--- src/rtl/puf_response_collector.sv ---
// Ring-oscillator PUF response collector: sequences counter clear/window/settle/sample per pair and packs the bits.
// Macro PUF_MAJORITY_VOTE_EN enables VOTES-way majority per bit; otherwise each bit is a single sample.
module puf_response_collector #(
  parameter int WINDOW_CYCLES = 1024,
  parameter int RESP_BITS     = 16,
  parameter int VOTES         = 5
) (
  input  logic                         clk,
  input  logic                         rst,
  input  logic                         start,
  input  logic                         puf_bit,
  output logic                         cnt_clear,
  output logic                         cnt_enable,
  output logic [$clog2(RESP_BITS)-1:0] pair_sel,
  output logic                         busy,
  output logic                         resp_valid,
  input  logic                         resp_ready,
  output logic [RESP_BITS-1:0]         resp_data
);

`ifdef PUF_MAJORITY_VOTE_EN
  localparam int VOTES_EFF = VOTES;
`else
  localparam int VOTES_EFF = (VOTES > 0) ? 1 : 1;
`endif
  localparam int PW = $clog2(RESP_BITS);
  localparam int VW = (VOTES_EFF > 1) ? $clog2(VOTES_EFF) : 1;
  localparam int OW = $clog2(VOTES_EFF + 1);
  localparam int TW = $clog2(WINDOW_CYCLES + 2);

  localparam logic [2:0] IDLE   = 3'd0;
  localparam logic [2:0] CLEAR  = 3'd1;
  localparam logic [2:0] COUNT  = 3'd2;
  localparam logic [2:0] SETTLE = 3'd3;
  localparam logic [2:0] SAMPLE = 3'd4;
  localparam logic [2:0] OUTPUT = 3'd5;

  logic [2:0]           state_q, state_d;
  logic [TW-1:0]        timer_q, timer_d;
  logic [PW-1:0]        bit_idx_q, bit_idx_d;
  logic [VW-1:0]        vote_q, vote_d;
  logic [OW-1:0]        ones_q, ones_d;
  logic [RESP_BITS-1:0] shadow_q, shadow_d;
  logic [RESP_BITS-1:0] resp_q, resp_d;
  logic [OW-1:0]        ones_sum;
  logic                 maj_bit;
  logic [RESP_BITS-1:0] shadow_upd;

  always_comb begin
    state_d   = state_q;
    timer_d   = timer_q;
    bit_idx_d = bit_idx_q;
    vote_d    = vote_q;
    ones_d    = ones_q;
    shadow_d  = shadow_q;
    resp_d    = resp_q;
    // Tally includes the sample taken this cycle, so the final vote decides immediately.
    ones_sum  = ones_q + OW'(puf_bit);
    maj_bit   = (ones_sum > OW'(VOTES_EFF / 2));
    shadow_upd = shadow_q;
    shadow_upd[bit_idx_q] = maj_bit;

    case (state_q)
      IDLE: begin
        if (start) begin
          bit_idx_d = '0;
          vote_d    = '0;
          ones_d    = '0;
          state_d   = CLEAR;
        end
      end
      CLEAR: begin
        timer_d = '0;
        state_d = COUNT;
      end
      COUNT: begin
        if (timer_q == TW'(WINDOW_CYCLES - 1)) begin
          timer_d = '0;
          state_d = SETTLE;
        end else begin
          timer_d = timer_q + TW'(1);
        end
      end
      SETTLE: begin
        if (timer_q == TW'(1)) begin
          timer_d = '0;
          state_d = SAMPLE;
        end else begin
          timer_d = timer_q + TW'(1);
        end
      end
      SAMPLE: begin
        if (vote_q == VW'(VOTES_EFF - 1)) begin
          shadow_d = shadow_upd;
          vote_d   = '0;
          ones_d   = '0;
          if (bit_idx_q == PW'(RESP_BITS - 1)) begin
            resp_d  = shadow_upd;
            state_d = OUTPUT;
          end else begin
            bit_idx_d = bit_idx_q + PW'(1);
            state_d   = CLEAR;
          end
        end else begin
          ones_d  = ones_sum;
          vote_d  = vote_q + VW'(1);
          state_d = CLEAR;
        end
      end
      OUTPUT: begin
        if (resp_ready) state_d = IDLE;
      end
      default: state_d = IDLE;
    endcase
  end

  always_ff @(posedge clk) begin
    if (rst) begin
      state_q   <= IDLE;
      timer_q   <= '0;
      bit_idx_q <= '0;
      vote_q    <= '0;
      ones_q    <= '0;
      shadow_q  <= '0;
      resp_q    <= '0;
    end else begin
      state_q   <= state_d;
      timer_q   <= timer_d;
      bit_idx_q <= bit_idx_d;
      vote_q    <= vote_d;
      ones_q    <= ones_d;
      shadow_q  <= shadow_d;
      resp_q    <= resp_d;
    end
  end

  // All outputs decode from registered state only, so they are glitch-free and input-independent.
  assign cnt_clear  = (state_q == CLEAR);
  assign cnt_enable = (state_q == COUNT);
  assign busy       = (state_q != IDLE);
  assign resp_valid = (state_q == OUTPUT);
  assign pair_sel   = bit_idx_q;
  assign resp_data  = resp_q;

endmodule

--- config.mk ---
export PLATFORM = sky130hd
export DESIGN_NAME = puf_response_collector
export DESIGN_NICKNAME = d
export VERILOG_FILES = /design/src/rtl/puf_response_collector.sv
export SDC_FILE = /design/constraint.sdc
export NUM_CORES = 1
export LEC_CHECK = 0
export ABC_AREA = 0
export BUFFER_PORTS_ARGS = -buffer_cell sky130_fd_sc_hd__clkbuf_2
export CORE_MARGIN = 8
export CORE_UTILIZATION = 55
export DETAILED_ROUTE_END_ITERATION = 8
export PLACE_DENSITY = 0.76
export SYNTH_ARGS = -nofsm -noshare
export SYNTH_HDL_FRONTEND = slang
export SYNTH_SLANG_ARGS = --single-unit
--- constraint.sdc ---
create_clock -name clk -period 1.9 [get_ports clk]
set_input_delay 0.19 -clock clk [delete_from_list [all_inputs] [get_ports clk]]
set_output_delay 0.19 -clock clk [all_outputs]
set_load 0.02 [all_outputs]
==> flow_summary.ini, run 1 <==
[critical_path]
worst-path-max-fanout = 8
cp.required_ns = 2.12
end_kind = flop
critPathKind = reg2reg
worst_setup_path_start_kind = flop
arrival_ns = 1.98

[routing]
wl_met2_mm = 2.32
wl_met1_mm = 2.57
firstDrtPassIters = 4
vias = 2053
drtIter0Drc = 135
wl_met3_um = 252
postRouteAntennaNets = 0
top_layer = met4
wl_per_cell_um = 14.2
routed_wl_mm = 5.18
vias_per_cell = 5.62
drc = 0

[cts]
ctsHoldBuffers = 0
cts-htree-levels = 2
cts-buffers-inserted = 5
root_buffer = clkbuf_8
cts_tree = done
clk_latency_ns = 0.30
clkTransAtPathRegs_ns = 0.09
cts_buffer_depth = 2
clock_sinks = 49

[logic_synthesis]
syn_area_um2 = 2390
ys_ff_latch = 49
ys_types = 43
synth_edf_count = 0
synth_warnings = 0
synthCells = 283
synth_seq_area_share = 0.411
synth_ff_type = dfxtp_1
async_flop_share = 0
synth.net_count = 294
syn_area_per_cell_um2 = 8.44

[sta]
worst_pin_slew_ns = 0.488
slew_viol_final = 0
fmax_ghz = 0.567
fin_crit_ns = 1.76
rsz0062_at_grt = false
final.period_utilization = 0.927
setup_viol = 0
fin_worst_skew_ns = 0.00890
timing_hold_violations_final = 0
setup-tns-final_ns = 0
relSlewSlack = 0.673

[final_layout]
syn_to_final_growth_pct = 13.3
drive_above_1_share = 0.198
layout.nets = 323
final_common_cell = dfxtp_1
antenna_cells = 0
fill_cells = 388
finalCoreUtilization = 0.634
final_cell_mix = dfxtp_1 (49), nand2_1 (44), clkbuf_2 (28), nor2_1 (26), a21oi_1 (23)

[floorplan]
core-area_um2 = 4260
initial_core_util = 0.560
die_w_um = 81.9
io_pins = 29
dieArea_um2 = 6700
rows = 24
dieHeight_um = 81.9

[global_routing]
gr-usage-all-layers = 0.164
grt_first_pass_wirelength_mm = 8.77
grt_pass1_vias = 1872
grt_max_degree = 38
grt-ovfl-total = 0
antenna_found_initial = 0

[pwr]
finalPower_w = 0.00196
p_per_area_nw_per_um2 = 724
p_leak_nw = 1.02
vdd_ir_drop_max_mv = 0.479

[outcome]
status = completed

[placed_design]
portBuffers = 28
dpl.hpwl_mm = 3.63
gp_congestion = 0.822

[run]
drv_cap = 0

[hold_path]
hp-class = in2reg
metrics by stage:
step	setup WS, ns	hold WS [ns]	cell area, µm²	std cells
after floorplan	0.146	0.283	2390	283
after global placement	0.205	0.438	2590	356
after detailed placement	0.167	0.440	2590	356
after CTS	0.134	0.128	2680	364
after global routing	0.0148	0.139	2700	365
final	0.138	0.132	2700	365
layout make-up:
class,count,area (µm²),area share
Multi-Input combinational cell,209,1300,0.480
Sequential cell,49,981,0.363
Timing Repair Buffer,42,245,0.0907
Clock buffer,6,82.6,0.0305
Tap cell,52,65.1,0.0241
Inverter,5,18.8,0.00694
Clock inverter,2,13.8,0.00509
power by group:
part	internal, W	total (W)	switching (W)
Sequential	0.00104	0.00106	0.0000153
Combinational	0.0000944	0.000265	0.000171
Clock	0.000295	0.000637	0.000342
registers in the layout, indices dropped and copies added (netlist names):
signal and flops:
resp_data 16, shadow_q 15, timer_q 11, pair_sel 4, state_q 3
metal layers:
metal  GRT usage  vias up
met1       0.222      946
met2       0.247       44
li1            -     1058
met3      0.0438        5
met4      0.0509        0
met5           0        -
synth_stat cells, types with 5 or more instances:
cell type	count	area (µm²)
dfxtp_1	49	981
nand2_1	44	165
nor2_1	26	97.6
a21oi_1	23	115
nand3_1	21	105
nand4_1	13	81.3
clkbuf_1	12	45.0
mux2i_1	12	120
nor3_1	9	45.0
o21ai_0	7	35.0
ha_1	6	75.1
buf_4	5	37.5
inv_1	5	18.8
worst max-delay path: stages, from the launching register on:
cell      delay (ns)
dfxtp_1         0.38
inv_1           0.06
ha_1            0.17
nor4b_1         0.13
a311o_1         0.40
o31ai_4         0.16
nand2b_4        0.14
o311ai_2        0.25
repair_timing:
| action | CTS | global route |
|---|---|---|
| setup buffers | 0 | 1 |
| setup endpoints to repair | 0 | 2 |
| gates resized for setup | 0 | 2 |
path summary, 6_finish.rpt:
path,from,to,slack [ns],cells past startpoint
max,timer_q[1],timer_q[5],0.14,7
max reg2reg,timer_q[1],timer_q[5],0.14,7
min,start,pair_sel[3],0.13,2
min reg2reg,resp_data[11],resp_data[11],0.45,2
cells by family (layout without fill, tap and decap cells):
family                   count (synthesis)  in the layout  share of synthesized area
multiplexers                            12             12                     0.0503
XOR/XNOR                                 5              5                     0.0183
adder cells (fa/ha/maj)                  6              6                     0.0314
buffers and inverters                   25             55                     0.0514
AO/OA/AOI/OAI                           50             50                      0.149
flip-flops                              49             49                      0.411
AND/OR/NAND/NOR                        136            136                      0.289
Power figures use the tool's default switching activity.
==> run 2: changes to the inputs <==
Settings changed: CELL_PAD_IN_SITES_DETAIL_PLACEMENT set to 0, CELL_PAD_IN_SITES_GLOBAL_PLACEMENT set to 1, CORE_UTILIZATION 55 to 43, PLACE_DENSITY 0.76 to 0.78.
==> run 2 against run 1 <==
Net effect:
- via count increased by 2.8%
- first-iteration DRC count decreased by 18%
- clock power increased by 15%
- power increased by 5.6%
- sequential power about the same
- flip-flop and latch count unchanged
- clock-buffer cell count unchanged
- critical endpoint is now timer_q[2]
==> flow_summary.ini, run 2 (synthesized netlist as in run 1, its figures left out) <==
[routing]
wl_per_cell_um = 14.1
drtIter0Drc = 111
drc = 0
routed_wl_mm = 5.47
postRouteAntennaNets = 0
vias = 2110
firstDrtPassIters = 4
vias_per_cell = 5.44

[sta]
relSlewSlack = 0.620
rsz0062_at_grt = false
hold_ws_ns = 0.137
fmax_ghz = 0.571
setup_viol = 0
setup-tns-final_ns = 0
fin_crit_ns = 1.75
fin_worst_skew_ns = 0.00221
worst_pin_slew_ns = 0.568
final.period_utilization = 0.921
slew_viol_final = 0
timing_hold_violations_final = 0

[final_layout]
layout.nets = 326
final_cell_mix = dfxtp_1 (49), nand2_1 (44), clkbuf_2 (28), nor2_1 (26), a21oi_1 (23)
finalInstanceArea_um2 = 2770
drive_above_1_share = 0.203
finalCoreUtilization = 0.509
final_common_cell = dfxtp_1
syn_to_final_growth_pct = 16.0
antenna_cells = 0
largest_reg_flops = 16

[placed_design]
dpl.hpwl_mm = 3.88
gp_congestion = 0.782
portBuffers = 28
dpl_cell_area_um2 = 2630

[hold_path]
min_to = pair_sel[3]
holdPathStages = 2
hp-start = start
hp-class = in2reg

[critical_path]
worst-path-max-fanout = 8
reg2reg_to = timer_q[2]
rrSetupSlack_ns = 0.15
critPathKind = reg2reg
max_stage_delay_ns = 0.41
r2r_cells = 7
r2r_start = timer_q[0]
end_kind = flop
worst_setup_path_start_kind = flop
critPathSlowestCell = dfxtp_1
worstPathCellList = ha_1 > nand3_2 > nor4_4 > o31ai_4 > buf_4 > nand3b_1 > a31oi_1
arrival_ns = 1.93
cp.required_ns = 2.08

[floorplan]
dieArea_um2 = 8190
rows = 27
core-area_um2 = 5440
die_w_um = 90.5
dieHeight_um = 90.5
io_pins = 29
initial_core_util = 0.439

[global_routing]
grt_first_pass_wirelength_mm = 9.49
gr-usage-all-layers = 0.137
grt_max_degree = 23
grt-ovfl-total = 0
antenna_found_initial = 0
grt_pass1_vias = 2017

[pwr]
vdd_ir_drop_max_mv = 0.378
p_per_area_nw_per_um2 = 747
p_leak_nw = 1.04

[outcome]
status = completed

[cts]
clk_latency_ns = 0.29
ctsHoldBuffers = 0
cts_tree = done
cts-buffers-inserted = 5
cts-htree-levels = 2
clock_sinks = 49
clkTransAtPathRegs_ns = 0.09
cts_buffer_depth = 2
root_buffer = clkbuf_8

[run]
drv_cap = 0
## run 2: cell count changes in the layout (fill, tap and decap cells not counted)
| cell | previous run | this run |
|---|---|---|
| clkinv_2 | 1 | 0 |
| buf_4 | 14 | 16 |
| bufinv_16 | 0 | 1 |
| clkbuf_8 | 6 | 5 |
| buf_6 | 0 | 1 |
| clkbuf_1 | 0 | 1 |
## run 2: worst max-delay path: cells and delay by family, from the launching register on
kind / cells / cell delay [ns]
AOI/OAI and AO/OA: 2 / 0.25
adders and majority gates: 1 / 0.22
DFF: 1 / 0.41
and+or+nand+nor: 3 / 0.58
buffers and inverters: 1 / 0.17
## run 2: final cells by class
| type | instances | area, µm² |
|---|---|---|
| inverters | 5 | 18.8 |
| fillers | 557 | 2670 |
| clock inverters | 2 | 38.8 |
| multi-input cells | 209 | 1300 |
| clock buffers | 6 | 72.6 |
| well taps | 72 | 90.1 |
| repair buffers | 45 | 272 |
| flip-flops and latches | 49 | 981 |
## run 2: how the worst max path moves through the flow
stage          slack, ns          end        start  cells past startpoint
2_1_floorplan       0.15  pair_sel[3]  pair_sel[0]                      6
3_3_place_gp        0.17   state_q[2]  pair_sel[0]                      6
3_5_place_dp        0.13   timer_q[5]   timer_q[1]                      7
4_1_cts              0.1   timer_q[5]   timer_q[1]                      7
5_1_grt            0.009   timer_q[2]   timer_q[0]                      7
6_report            0.15   timer_q[2]   timer_q[0]                      7
## run 2: per-layer routing
metal  track usage  vias up  wire length, µm
li1              -     1064                -
met1         0.177     1007             2640
met2         0.217       32             2540
met3        0.0291        7              211
met4        0.0458        0               73
met5             0        -                0
## run 2: where the power goes
| group | internal, W | switching (W) |
|---|---|---|
| clock | 0.000396 | 0.000340 |
| combinational | 0.000101 | 0.000174 |
| sequential | 0.00104 | 0.0000173 |
## run 2: what timing repair did
item / CTS / global route
endpoints found under the setup margin: 0 / 24
buffers inserted: 0 / 1
resized for setup: 0 / 3
## run 2: stage by stage
step,instances,total power (W),setup WS (ns)
after floorplan,283,0.00127,0.146
after global routing,388,0.00216,0.00938
after detailed placement,379,0.00135,0.134
final,388,0.00207,0.150
after global placement,379,0.00135,0.167
after CTS,387,0.00209,0.0980
